`src/rtl/cand_gen_pkg.sv`:
```
// Shared state encoding, LFSR polynomial and seed helper for cand_vector_gen.
package cand_gen_pkg;

  typedef enum logic [2:0] {
    IDLE,
    FILL,
    CHECK,
    HOLD,
    DONE
  } state_t;

  localparam logic [31:0] LFSR_TAPS = 32'h80200003;

  // An all-zero seed would lock the LFSR, so it is promoted to 1.
  function automatic logic [31:0] seed_fix(input logic [31:0] s);
    return (s == 32'h0) ? 32'h1 : s;
  endfunction

endpackage

```
`src/rtl/galois_lfsr.sv`:
```
// Right-shifting Galois LFSR with parallel load; resets to 1 so it never starts locked.
module galois_lfsr #(
  parameter int               WIDTH = 32,
  parameter logic [WIDTH-1:0] TAPS  = '1
) (
  input  logic             clk,
  input  logic             rst_n,
  input  logic             load,
  input  logic [WIDTH-1:0] load_val,
  input  logic             step,
  output logic [WIDTH-1:0] state
);

  always_ff @(posedge clk or negedge rst_n) begin
    if (!rst_n) begin
      state <= WIDTH'(1);
    end else if (load) begin
      state <= load_val;
    end else if (step) begin
      state <= {1'b0, state[WIDTH-1:1]} ^ (state[0] ? TAPS : '0);
    end
  end

endmodule

```
`src/rtl/cand_vector_gen.sv`:
```
// Random candidate generator feeding an external combinational checker.
// Optional CAND_VECTOR_GEN_FORCE_EN adds force_mask/force_val to pin candidate bits.
module cand_vector_gen
  import cand_gen_pkg::*;
#(
  parameter int VEC_W     = 384,
  parameter int LFSR_W    = 32,
  parameter int NUM_SOL   = 1,
  parameter int MAX_TRIES = 65536
) (
  input  logic              clk,
  input  logic              rst_n,
  input  logic              start,
  input  logic [LFSR_W-1:0] seed,
  output logic [VEC_W-1:0]  cand,
  input  logic              sat,
  output logic              sol_valid,
  input  logic              sol_ready,
  output logic [VEC_W-1:0]  sol_data,
  output logic              busy,
  output logic              done,
  output logic              timeout,
  output logic [31:0]       tries,
  output logic [15:0]       hits
`ifdef CAND_VECTOR_GEN_FORCE_EN
  ,
  input  logic [VEC_W-1:0]  force_mask,
  input  logic [VEC_W-1:0]  force_val
`endif
);

  localparam int NCHUNK = (VEC_W + LFSR_W - 1) / LFSR_W;
  localparam int CNT_W  = $clog2(NCHUNK + 1);

  state_t            state_q, state_d;
  logic              timeout_q, timeout_d;
  logic [VEC_W-1:0]  cand_q;
  logic [VEC_W-1:0]  cand_out;
  logic [VEC_W-1:0]  sol_data_q;
  logic [CNT_W-1:0]  chunk_q;
  logic [31:0]       tries_q, tries_inc;
  logic [15:0]       hits_q, hits_inc;
  logic [LFSR_W-1:0] lfsr;
  logic              start_ok, last_chunk;

`ifdef CAND_VECTOR_GEN_FORCE_EN
  assign cand_out = (cand_q & ~force_mask) | (force_val & force_mask);
`else
  assign cand_out = cand_q;
`endif

  assign start_ok   = start && ((state_q == IDLE) || (state_q == DONE));
  assign last_chunk = (chunk_q == CNT_W'(NCHUNK - 1));
  assign tries_inc  = (tries_q == 32'hFFFF_FFFF) ? tries_q : tries_q + 32'd1;
  assign hits_inc   = hits_q + 16'd1;

  galois_lfsr #(
    .WIDTH (LFSR_W),
    .TAPS  (LFSR_W'(LFSR_TAPS))
  ) u_lfsr (
    .clk      (clk),
    .rst_n    (rst_n),
    .load     (start_ok),
    .load_val (LFSR_W'(seed_fix(32'(seed)))),
    .step     (state_q == FILL),
    .state    (lfsr)
  );

  always_comb begin
    state_d   = state_q;
    timeout_d = timeout_q;
    case (state_q)
      IDLE, DONE: begin
        if (start) begin
          state_d   = FILL;
          timeout_d = 1'b0;
        end
      end
      FILL: begin
        if (last_chunk) state_d = CHECK;
      end
      CHECK: begin
        if (sat) begin
          state_d = HOLD;
        end else if (tries_inc == 32'(MAX_TRIES)) begin
          state_d   = DONE;
          timeout_d = 1'b1;
        end else begin
          state_d = FILL;
        end
      end
      HOLD: begin
        if (sol_ready) begin
          if (hits_inc == 16'(NUM_SOL)) begin
            state_d   = DONE;
            timeout_d = 1'b0;
          end else if (tries_q == 32'(MAX_TRIES)) begin
            state_d   = DONE;
            timeout_d = 1'b1;
          end else begin
            state_d = FILL;
          end
        end
      end
      default: state_d = IDLE;
    endcase
  end

  // Datapath registers; the LFSR and sol_data only move in FILL and CHECK.
  always_ff @(posedge clk or negedge rst_n) begin
    if (!rst_n) begin
      state_q    <= IDLE;
      timeout_q  <= 1'b0;
      cand_q     <= '0;
      sol_data_q <= '0;
      chunk_q    <= '0;
      tries_q    <= '0;
      hits_q     <= '0;
    end else begin
      state_q   <= state_d;
      timeout_q <= timeout_d;
      if (start_ok) begin
        tries_q <= '0;
        hits_q  <= '0;
        chunk_q <= '0;
      end
      case (state_q)
        FILL: begin
          cand_q  <= {cand_q[VEC_W-LFSR_W-1:0], lfsr};
          chunk_q <= last_chunk ? '0 : chunk_q + CNT_W'(1);
        end
        CHECK: begin
          tries_q <= tries_inc;
          if (sat) sol_data_q <= cand_out;
        end
        HOLD: begin
          if (sol_ready) hits_q <= hits_inc;
        end
        default: ;
      endcase
    end
  end

  assign cand      = cand_out;
  assign sol_data  = sol_data_q;
  assign sol_valid = (state_q == HOLD);
  assign busy      = (state_q == FILL) || (state_q == CHECK) || (state_q == HOLD);
  assign done      = (state_q == DONE);
  assign timeout   = timeout_q;
  assign tries     = tries_q;
  assign hits      = hits_q;

endmodule

```
`config.mk`:
```
export PLATFORM = sky130hd
export DESIGN_NAME = cand_vector_gen
export DESIGN_NICKNAME = d
export VERILOG_FILES = /design/src/rtl/cand_gen_pkg.sv /design/src/rtl/galois_lfsr.sv /design/src/rtl/cand_vector_gen.sv
export SDC_FILE = /design/constraint.sdc
export NUM_CORES = 2
export LEC_CHECK = 0
export ABC_AREA = 1
export CORE_AREA = 2 2 337 339
export DETAILED_ROUTE_END_ITERATION = 10
export DIE_AREA = 0 0 339 341
export GPL_ROUTABILITY_DRIVEN = 0
export MAX_ROUTING_LAYER = met4
export PLACE_DENSITY = 0.51
export SLEW_MARGIN = 20
export SYNTH_ARGS = -nofsm -noshare
export SYNTH_HDL_FRONTEND = slang
export SYNTH_SLANG_ARGS = --single-unit
```
`constraint.sdc`:
```
create_clock -name clk -period 2.5 [get_ports clk]
set_input_delay 0.625 -clock clk [delete_from_list [all_inputs] [get_ports clk]]
set_output_delay 0.625 -clock clk [all_outputs]
set_load 0.02 [all_outputs]
```
==> reports/metrics.sh <==
RUN_STATUS='finished clean'
IR_DROP_mV=0.723
ROWS=123
SYNTHTOPCELLSBYCOUNT='sky130_fd_sc_hd__nand2_1, sky130_fd_sc_hd__dfrtp_1, sky130_fd_sc_hd__o21ai_0'
SYNTHARSTFLOPSHARE=1.00
GROUTE.USAGE.OVERALL=0.234
WORST_SLEW_MARGIN_REL=0.605
FINAL-INSTANCE-COUNT-EXCL-FILL=6194
IO-PIN-COUNT=857
DIE-WIDTH_UM=339
FINAL_COUNT_OF_NEGATIVE_SETUP_SLACK_ENDPOINTS=0
POST_SYNTH_EDFFS=0
CLOCK_SINK_COUNT=856
SYNTH.YOSYS.SEQ_AREA_SHARE=0.637
POWER_FRAC_SEQ=0.354
MAX-CAP-VIOLATIONS=0
CLOCK_TREE_FROM_TRITONCTS='yes'
FILL_COUNT=11200
DR.FIRST_ITER.DRC_COUNT=1833
SYNTH-MAIN-FF-CELL='sky130_fd_sc_hd__dfrtp_1'
PORT_BUFFERS=856
CTS_MADE_BUFFERS=97
WORST_CLOCK_SKEW_PS=24.6
POWER_DENSITY_nW_PER_UM2=1320
WORST_ENDPOINT_REQUIRED_TIME_PS=1880
CELL_BY_CELL_LISTING_OF_THE_CRITICAL_PATH='clkdlybuf4s50_1'
YOSYS-TOP-CELLS-AREA='sky130_fd_sc_hd__dfrtp_1, sky130_fd_sc_hd__nand2_1, sky130_fd_sc_hd__o21ai_0'
START_KIND='register'
ROUTED-VIA-COUNT=28500
FINAL_CELL_AREA_UM2=48400
CELL_ACCOUNTING_FOR_THE_MOST_SYNTHESIZED_AREA='sky130_fd_sc_hd__dfrtp_1'
VIAS_PER_CELL=4.60
SYNTHESIS.NETS=3735
FINAL_CORE_UTIL=0.432
GLOBALROUTE.TOTALOVERFLOW=0
PIN_COUNT_OF_THE_BIGGEST_NET_ENTERING_GLOBAL_ROUTING=142
FINAL_MIN_PERIOD_OVER_CLOCK_PERIOD=0.974
ANTENNA_FOUND_INITIAL=5
MAX_FREQ_MHz=411
DRCVIOLATIONCOUNT=0
CLOCK_INSERTION_DELAY_WORST_SKEW_PS=680
WORST-PATH-MAX-FANOUT=3
POSTSYNTHREGISTERBITS=856
SWITCHING_SHARE=0.412
POST-SYNTH-TOP-AREA-FRACTION=0.636
TIMING_WORST_SLEW_PIN_VALUE_PS=592
FIN_NETS=4658
WORST_SETUP_PATH_TYPE='reg -> out'
FP.COREAREA_UM2=112000
FINAL_LAYOUT_SIZE_SUFFIX_GT1_FRAC=0.0778
CTSHTREEMAXLEVEL=3
CTS.CLK_SLEW.WORST_PATHS_PS=60
DIE_AREA_UM2=116000
PWR-SHARE-COMB=0.418
CP.ARRIVAL_PS=1810
NUMBER_OF_GLOBAL_ROUTE_VIAS_BEFORE_REPAIR=28300
FINAL_ANTENNA_NET_COUNT=0
PLACE.DETAILED.INSTANCES=6016
SYNTHTOLAYOUTAREAGROWTH_PCT=43.7
CELLLEAKAGEPOWER_nW=22.1
NETLIST-CELL-TYPE-COUNT=33
POWER_REPORT.INTERNAL_TOTAL_mW=37.7
YOSYSMOSTFREQUENTCELL='sky130_fd_sc_hd__nand2_1'
LARGEST_STAGE_DELAY_ON_THE_CRITICAL_PATH_PS=660
P_SWITCHING_mW=26.4
SYNTH.YOSYS.WARNINGS=0
TIMING_HOLD_VIOLATIONS_FINAL=0
CP_NUM_BUF_INV=1
POST_SYNTH.CELL_AREA_AVG_UM2=9.11
CP_TOP_FAMILY='buffers and inverters'
INITIAL_CORE_UTIL=0.301
NUMBER_OF_CELLS_PRODUCED_BY_SYNTHESIS=3693
SLOWEST_LIBRARY_CELL_ON_THE_WORST_PATH='sky130_fd_sc_hd__clkdlybuf4s50_1'
GRT_FIRST_PASS_WIRELENGTH_MM=195
MAX-CLOCK-PATH-BUFFERS=3
POST_PLACE_INSTANCE_AREA_UM2=45100
DIE_HEIGHT_UM=341
FINALMAXSLEWVIOLATIONS=0
CTS_ROOT_BUFFER='sky130_fd_sc_hd__clkbuf_16'
PERIOD_NEEDED_PS=2440
MIN_PATH_TYPE='in -> async'
MAPPEDNETLISTAREA_UM2=33600
DETAILEDPLACEMENTHPWL_MM=103
CLKPWRFRAC=0.227
ROUTED_WIRELENGTH_MM=134
ROUTE.DETAILED.WL_PER_INST_UM=21.7
FIRSTDRTPASSITERS=6
TYPE_OF_DESTINATION_OF_THE_CRITICAL_PATH='output port'
-- path summary, 6_finish.rpt --
kind	from	endpoint	slack, ps	depth (start not counted)
worst max-delay path	cand[18]$_DFFE_PN0P_	cand[18]	60	1
worst min-delay path	rst_n	sol_data[79]$_DFFE_PN0P_	440	2
worst max register to register	tries[0]$_DFFE_PN0P_	timeout$_DFFE_PN0P_	200	13
worst min register to register	sol_data[357]$_DFFE_PN0P_	sol_data[357]$_DFFE_PN0P_	470	2
max in group asynchronous	rst_n	cand[259]$_DFFE_PN0P_	1090	4
min in group clk	sol_data[357]$_DFFE_PN0P_	sol_data[357]$_DFFE_PN0P_	470	2
-- state kept, by name (all words and copies together) (netlist names) --
signal / cells
cand: 384
sol_data: 384
tries: 32
u_lfsr.state: 32
hits: 16
chunk_q: 4
state_q: 3
timeout: 1
-- worst register-to-register path: stages, from the launching register on --
cell	delay [ps]
sky130_fd_sc_hd__dfrtp_1	380
sky130_fd_sc_hd__buf_4	170
sky130_fd_sc_hd__inv_2	60
sky130_fd_sc_hd__buf_4	120
sky130_fd_sc_hd__ha_1	240
sky130_fd_sc_hd__nand4_1	160
sky130_fd_sc_hd__nor4_1	450
sky130_fd_sc_hd__nand2_1	180
sky130_fd_sc_hd__nand3_1	150
sky130_fd_sc_hd__nand2_1	60
sky130_fd_sc_hd__inv_1	70
sky130_fd_sc_hd__nand2_1	50
sky130_fd_sc_hd__nand2_1	50
sky130_fd_sc_hd__nand2_1	40
-- stage by stage --
step	TNS (ps)	power [mW]	setup slack [ps]	hold slack, ps
after CTS	0	64.9	0.955	410
after floorplan	0	34.3	221	329
after global placement	0	50.1	74.3	455
final	0	64.1	64.2	437
after detailed placement	0	50.2	109	457
after global routing	-12.0	67.7	-12.0	419
-- layer usage --
layer  up-vias  global-route usage  wire, um
met5         -                   -         0
met4         0              0.0659      3930
met3       166              0.0697     10500
met2       939               0.386     65400
met1     13800               0.277     54400
li1      13600                   -         -
-- placed cells by master, fill, tap and decap left out, types with 13 or more instances in the layout --
master / synthesis / layout
sky130_fd_sc_hd__clkdlybuf4s50_1: 0 / 760
sky130_fd_sc_hd__xor2_1: 14 / 13
sky130_fd_sc_hd__nand3_1: 95 / 93
sky130_fd_sc_hd__clkbuf_8: 0 / 26
sky130_fd_sc_hd__nand4_1: 24 / 24
sky130_fd_sc_hd__inv_1: 453 / 453
sky130_fd_sc_hd__o22ai_1: 19 / 19
sky130_fd_sc_hd__nand2_1: 1095 / 1095
sky130_fd_sc_hd__dlymetal6s2s_1: 0 / 15
sky130_fd_sc_hd__dlygate4sd2_1: 0 / 78
sky130_fd_sc_hd__nor2_2: 11 / 16
sky130_fd_sc_hd__clkbuf_1: 176 / 23
sky130_fd_sc_hd__dfrtp_1: 855 / 842
sky130_fd_sc_hd__nor2_1: 96 / 88
sky130_fd_sc_hd__buf_4: 1 / 111
sky130_fd_sc_hd__clkbuf_16: 0 / 99
sky130_fd_sc_hd__dfrtp_2: 0 / 13
sky130_fd_sc_hd__buf_12: 0 / 43
sky130_fd_sc_hd__o21ai_0: 774 / 774
-- power by group through the flow --
stage               Combinational (mW)  Sequential [mW]  Clock (mW)
detailed placement                27.3             22.9           0
global placement                  27.2             22.9           0
global route                      29.0             23.3        15.5
floorplan                         7.41             26.8           0
finish                            26.8             22.7        14.6
CTS                               27.2             22.8        14.9
-- kinds of logic (layout without fill, tap and decap cells) --
kind of cell             count (synthesis)  in the layout  share of synthesized area
AND/OR/NAND/NOR                       1360           1360                      0.162
AO/OA/AOI/OAI                          808            808                      0.122
adder cells (fa/ha/maj)                  5              5                    0.00186
flip-flops                             856            856                      0.637
buffers and inverters                  645           1644                     0.0723
other                                    0              2                          0
XOR/XNOR                                19             19                    0.00495
-- layout make-up --
class	instances	area, um2	area share
sequential	856	21400	0.443
timing repair buffer	1011	10200	0.211
multi-input combinational	2192	9850	0.204
clock buffer	148	2920	0.0604
tap	1500	1880	0.0388
inverter	458	1730	0.0357
clock inverter	27	333	0.00688
antenna	2	5.00	0.000103
-- timing repair --
item,4_1_cts,5_1_grt
endpoints found under the hold margin,23,0
resized for setup,97,32
hold buffers,1,0
setup endpoints to repair,83,20
buffers inserted,0,0
(Power assumes the default switching activity.)
